**config.mk**
```make
export PLATFORM = sky130hd
export DESIGN_NAME = serial_mac
export DESIGN_NICKNAME = d
export VERILOG_FILES = /design/src/rtl/serial_mac.sv
export SDC_FILE = /design/constraint.sdc
export NUM_CORES = 1
export LEC_CHECK = 0
export BUFFER_PORTS_ARGS = -buffer_cell sky130_fd_sc_hd__buf_4
export CAP_MARGIN = 20
export CORE_UTILIZATION = 63
export CTS_BUF_LIST = sky130_fd_sc_hd__clkbuf_2 sky130_fd_sc_hd__clkbuf_4 sky130_fd_sc_hd__clkbuf_8
export CTS_CLUSTER_DIAMETER = 40
export DETAILED_ROUTE_END_ITERATION = 8
export PLACE_DENSITY = 0.83
export SKIP_CTS_REPAIR_TIMING = 1
export SYNTH_ARGS = -nofsm -noshare
export SYNTH_HDL_FRONTEND = slang
export SYNTH_SLANG_ARGS = --single-unit
```
**constraint.sdc**
```tcl
create_clock -name clk -period 7.7 [get_ports clk]
set_input_delay 0.385 -clock clk [delete_from_list [all_inputs] [get_ports clk]]
set_output_delay 0.385 -clock clk [all_outputs]
set_load 0.02 [all_outputs]
```
**src/rtl/serial_mac.sv**
```systemverilog
// Shift-and-add serial multiply-accumulate: one multiplier bit per clock, run-time
// per-operand signedness, optional accumulation into a guard-extended accumulator.
module serial_mac #(
    parameter  int A_WIDTH   = 8,
    parameter  int B_WIDTH   = 8,
    parameter  int GUARD     = 4,
    parameter  int OUT_SHIFT = 0,
    localparam int ACC_WIDTH = A_WIDTH + B_WIDTH + GUARD,
    localparam int OUT_WIDTH = ACC_WIDTH - OUT_SHIFT
) (
    input  logic                 clk,
    input  logic                 reset,
    input  logic                 start,
    input  logic [A_WIDTH-1:0]   a,
    input  logic [B_WIDTH-1:0]   b,
    input  logic                 a_signed,
    input  logic                 b_signed,
    input  logic                 accumulate,
    input  logic                 clear,
    output logic                 busy,
    output logic                 done,
    output logic [OUT_WIDTH-1:0] out
);

    localparam int CNT_W = $clog2(B_WIDTH);

    typedef enum logic {
        IDLE,
        RUN
    } state_e;

    state_e                 state_q, state_d;
    logic [ACC_WIDTH-1:0]   mcand_q, mcand_d;
    logic [B_WIDTH-1:0]     b_q, b_d;
    logic                   b_signed_q, b_signed_d;
    logic                   accum_q, accum_d;
    logic [CNT_W-1:0]       cnt_q, cnt_d;
    logic [ACC_WIDTH-1:0]   pp_q, pp_d;
    logic [ACC_WIDTH-1:0]   acc_q, acc_d;
    logic                   done_q, done_d;

    logic                   last_bit;
    logic [ACC_WIDTH-1:0]   addend;
    logic [ACC_WIDTH-1:0]   pp_sum;

    // NOTE: every signal gets its default before any branch, so no path can leave
    // one unassigned and infer a latch.
    always_comb begin
        state_d    = state_q;
        mcand_d    = mcand_q;
        b_d        = b_q;
        b_signed_d = b_signed_q;
        accum_d    = accum_q;
        cnt_d      = cnt_q;
        pp_d       = pp_q;
        acc_d      = acc_q;
        done_d     = 1'b0;

        last_bit = (cnt_q == CNT_W'(B_WIDTH - 1));
        addend   = b_q[0] ? mcand_q : '0;
        // The MSB of a two's-complement multiplier carries negative weight.
        pp_sum   = (last_bit && b_signed_q) ? pp_q - addend : pp_q + addend;

        unique case (state_q)
            IDLE: begin
                if (clear) begin
                    acc_d = '0;
                end
                if (start) begin
                    mcand_d    = {{(ACC_WIDTH - A_WIDTH){a_signed & a[A_WIDTH-1]}}, a};
                    b_d        = b;
                    b_signed_d = b_signed;
                    accum_d    = accumulate;
                    cnt_d      = '0;
                    pp_d       = '0;
                    state_d    = RUN;
                end
            end
            RUN: begin
                // Shifting the multiplicand left and the multiplier right each cycle
                // replaces a variable shifter and bit-select mux.
                mcand_d = mcand_q << 1;
                b_d     = b_q >> 1;
                cnt_d   = cnt_q + 1'b1;
                pp_d    = pp_sum;
                if (last_bit) begin
                    acc_d   = (accum_q ? acc_q : '0) + pp_sum;
                    done_d  = 1'b1;
                    state_d = IDLE;
                end
            end
            default: state_d = IDLE;
        endcase
    end

    // NOTE: state registers use non-blocking assignments so every flop samples the
    // pre-edge value of its neighbours.
    always_ff @(posedge clk or posedge reset) begin
        if (reset) begin
            state_q    <= IDLE;
            mcand_q    <= '0;
            b_q        <= '0;
            b_signed_q <= 1'b0;
            accum_q    <= 1'b0;
            cnt_q      <= '0;
            pp_q       <= '0;
            acc_q      <= '0;
            done_q     <= 1'b0;
        end else begin
            state_q    <= state_d;
            mcand_q    <= mcand_d;
            b_q        <= b_d;
            b_signed_q <= b_signed_d;
            accum_q    <= accum_d;
            cnt_q      <= cnt_d;
            pp_q       <= pp_d;
            acc_q      <= acc_d;
            done_q     <= done_d;
        end
    end

    assign busy = (state_q == RUN);
    assign done = done_q;
    assign out  = acc_q[ACC_WIDTH-1:OUT_SHIFT];

endmodule

```
==> results.py <==
metrics = {
    "logic_synthesis": {
        "synth-xor-area-share": 0.0723,
        "avgSynthCellArea_sq_um": 8.62,
        "synth_compound_area_frac": 0.226,
        "synth_fa_ha_area_frac": 0.101,
        "synth_cells": 637,
        "async_reset_ff_frac": 1.00,
        "netlist_area_sq_mm": 0.00549,
        "ys_warn_count": 0,
        "ys_ff_latch": 75,
        "synth-simple-area-share": 0.189,
        "synth_edf_count": 0,
        "synth_top_family_by_area": "compound AO/OA/AOI/OAI gates",
        "synth.distinct_cells": 61,
        "syn-num-nets": 703,
        "synthFlopType": "dfrtp_1",
        "muxShareOfSynthArea": 0.0372,
        "yosysSeqAreaShare": 0.342,
    },
    "sta": {
        "finalHoldViolCount": 0,
        "fmax_ghz": 0.173,
        "grt_setup_unrepaired": "no",
        "maxSlewViolCount": 0,
        "setup_violations": 0,
        "finalSetupTns_ns": 0,
        "finalCritPeriodShare": 0.750,
        "slew_headroom": 0.350,
        "tightest_slew_ns": 0.975,
        "min_period_ns": 5.78,
        "fin_skew_ns": 0.00940,
    },
    "finish": {
        "areaGrowthSynthToFinish_pct": 10.9,
        "finalNetCount": 736,
        "diodes": 0,
        "layout-drive-gt1-share": 0.111,
    },
    "floorplanning": {
        "die_area_sq_mm": 0.00909,
        "start_util": 0.658,
        "die_x_um": 95.3,
        "io_pins": 45,
        "fp-row-count": 33,
        "core-area_sq_mm": 0.00834,
        "fp.dieH_um": 95.3,
    },
    "grt": {
        "use_met3": 0.0455,
        "met1_usage": 0.418,
        "track_usage": 0.298,
        "grt_pass1_wl_um": 21100,
        "grt.overflow.total": 0,
        "top_usage_layer": "met2",
        "antenna_found_initial": 0,
        "grt_max_degree": 55,
        "grt_pass1_vias": 4360,
        "met2_usage": 0.472,
    },
    "cts": {
        "cts_root_buffer": "clkbuf_8",
        "clock-sinks": 75,
        "cts_buffer_depth": 2,
        "worstSkewPairLatency_ns": 0.36,
        "cts_max_level": 3,
        "path_clk_slew_ns": 0.08,
        "cts_tree": "done",
        "cts_made_buffers": 9,
    },
    "drt": {
        "dr.pass1.iters": 4,
        "drc": 0,
        "antenna_left": 0,
        "vias_per_cell": 6.15,
        "via_count": 4800,
        "totalWireLength_um": 13000,
        "initialDrtViolationCount": 290,
        "wire_per_inst_um": 16.6,
    },
    "worst_setup_path": {
        "cp.arrival_ns": 6.05,
        "crit_type": "reg2reg",
        "crit_chain": "nand2_1 > ha_1 > nand2_1 > o21ai_0 > fa_1 > nand2b_1 > a21oi_1 > nor2_1 > xnor2_1 > ha_1 > a21o_1 > a2111oi_0 > o31a_1 > a21oi_1 > a41o_1 > a311oi_1 > xor3_1 > o21ai_1",
        "critPathCaptureType": "register",
        "critPathLaunchType": "register",
        "cp_slowest_cell": "dfrtp_1",
        "cpPeakStageDelay_ns": 0.99,
        "cp_data_required_time_ns": 7.97,
        "path_max_fanout": 34,
    },
    "run": {
        "max_cap_violations": 0,
    },
    "run_status": {
        "status": "completed",
    },
    "place": {
        "io_buffers": 44,
        "hpwl_um": 9200,
        "place_congestion": 0.910,
    },
    "min_path": {
        "min_path_type": "in2async",
    },
}
[cell usage in the layout (no fill, tap or decap), types with 6 or more instances in the layout]
cell,instances
nor3b_1,15
nand3_1,14
nand2b_1,6
xor2_1,14
a22o_1,14
xnor2_1,26
clkbuf_8,10
dfrtp_1,74
nor2_1,33
nand2_1,91
ha_1,41
a21oi_1,53
and2_1,21
o21a_1,8
o211ai_1,7
mux2i_1,17
a21o_1,17
nor3_1,10
o21ai_0,60
inv_1,21
buf_4,48
[cell families after synthesis]
group | Yosys count
AND/OR/NAND/NOR | 213
AO/OA/AOI/OAI | 196
flip-flops | 75
buffers and inverters | 48
adder cells (fa/ha/maj) | 43
XOR/XNOR | 42
multiplexers | 20
[Yosys cell counts (2+ instances only)]
cell type | n | area share
a2111oi_0 | 2 | 0.0032
a211o_1 | 3 | 0.0048
a211oi_1 | 2 | 0.0027
a21boi_0 | 3 | 0.0041
a21o_1 | 17 | 0.023
a21oi_1 | 53 | 0.048
a22o_1 | 14 | 0.022
a311oi_1 | 3 | 0.0048
a31oi_1 | 2 | 0.0023
and2_1 | 21 | 0.024
and3_1 | 2 | 0.0023
and4_1 | 3 | 0.0048
buf_1 | 5 | 0.0034
clkbuf_1 | 20 | 0.014
dfrtp_1 | 75 | 0.34
fa_1 | 2 | 0.0073
ha_1 | 41 | 0.093
inv_1 | 22 | 0.015
mux2_2 | 3 | 0.0062
mux2i_1 | 17 | 0.031
nand2_1 | 91 | 0.062
nand2b_1 | 6 | 0.0068
nand3_1 | 14 | 0.013
nand3b_1 | 3 | 0.0041
nand4_1 | 4 | 0.0046
nor2_1 | 33 | 0.023
nor2b_1 | 4 | 0.0046
nor3_1 | 10 | 0.0091
nor3b_1 | 15 | 0.021
o211ai_1 | 7 | 0.0096
o21a_1 | 8 | 0.011
o21ai_0 | 60 | 0.055
o21bai_1 | 4 | 0.0055
o22ai_1 | 2 | 0.0023
o31a_1 | 2 | 0.0032
xnor2_1 | 26 | 0.041
xor2_1 | 14 | 0.022
[final cells by class]
type | count | area [sq um]
multi-input combinational | 514 | 3430
tap | 105 | 131
sequential | 75 | 1880
fill | 619 | 2250
clock buffer | 10 | 138
inverter | 22 | 82.6
clock inverter | 6 | 65.1
timing repair buffer | 48 | 360
[path summary, 6_finish.rpt]
check	startpoint	endpoint	slack (ns)	cells past startpoint
setup / recovery	b_q[0]$_DFFE_PP0P_	out[19]$_DFFE_PP0P_	1.92	18
hold / removal	reset	out[4]$_DFFE_PP0P_	0.12	2
setup reg to reg	b_q[0]$_DFFE_PP0P_	out[19]$_DFFE_PP0P_	1.92	18
hold reg to reg	b_q[6]$_DFFE_PP0P_	b_q[5]$_DFFE_PP0P_	0.49	2
max in group asynchronous	reset	busy$_DFF_PP0_	6.50	3
min in group clk	b_signed	b_signed_q$_DFFE_PP0P_	0.25	2
[per-stage QoR]
stage                util  instance area, sq um  hold WS, ns  worst slack [ns]  cells
floorplan               -                  5490        0.449              2.76    637
global route        0.730                  6090        0.178              1.51    780
CTS                 0.729                  6080        0.129              2.03    779
global placement    0.704                  5880        0.460              2.17    763
finish              0.730                  6090        0.115              1.92    780
detailed placement  0.704                  5880        0.466              2.06    763
[critical path: cells and delay by family, from the launching register on]
family,cells,cell delay (ns)
adder cells (fa/ha/maj),3,1.16
XOR/XNOR,2,0.77
AND/OR/NAND/NOR,4,0.53
AO/OA/AOI/OAI,9,2.24
flip-flops,1,0.99
[per-layer routing]
metal | up-vias | share of wire
met5 | - | 0
met1 | 2296 | 0.47
met3 | 25 | 0.047
met4 | 0 | 0.019
met2 | 137 | 0.46
li1 | 2342 | -
[sequential cells by signal, indices dropped and copies added (netlist names)]
| signal | cells |
|---|---|
| out | 20 |
| done | 1 |
| mcand_q | 20 |
| b_q | 8 |
| accum_q | 1 |
| busy | 1 |
| pp_q | 20 |
| cnt_q | 3 |
| b_signed_q | 1 |
Power is not shown: default switching activity piles up to over one toggle a cycle in this logic, so the estimate is an artifact.
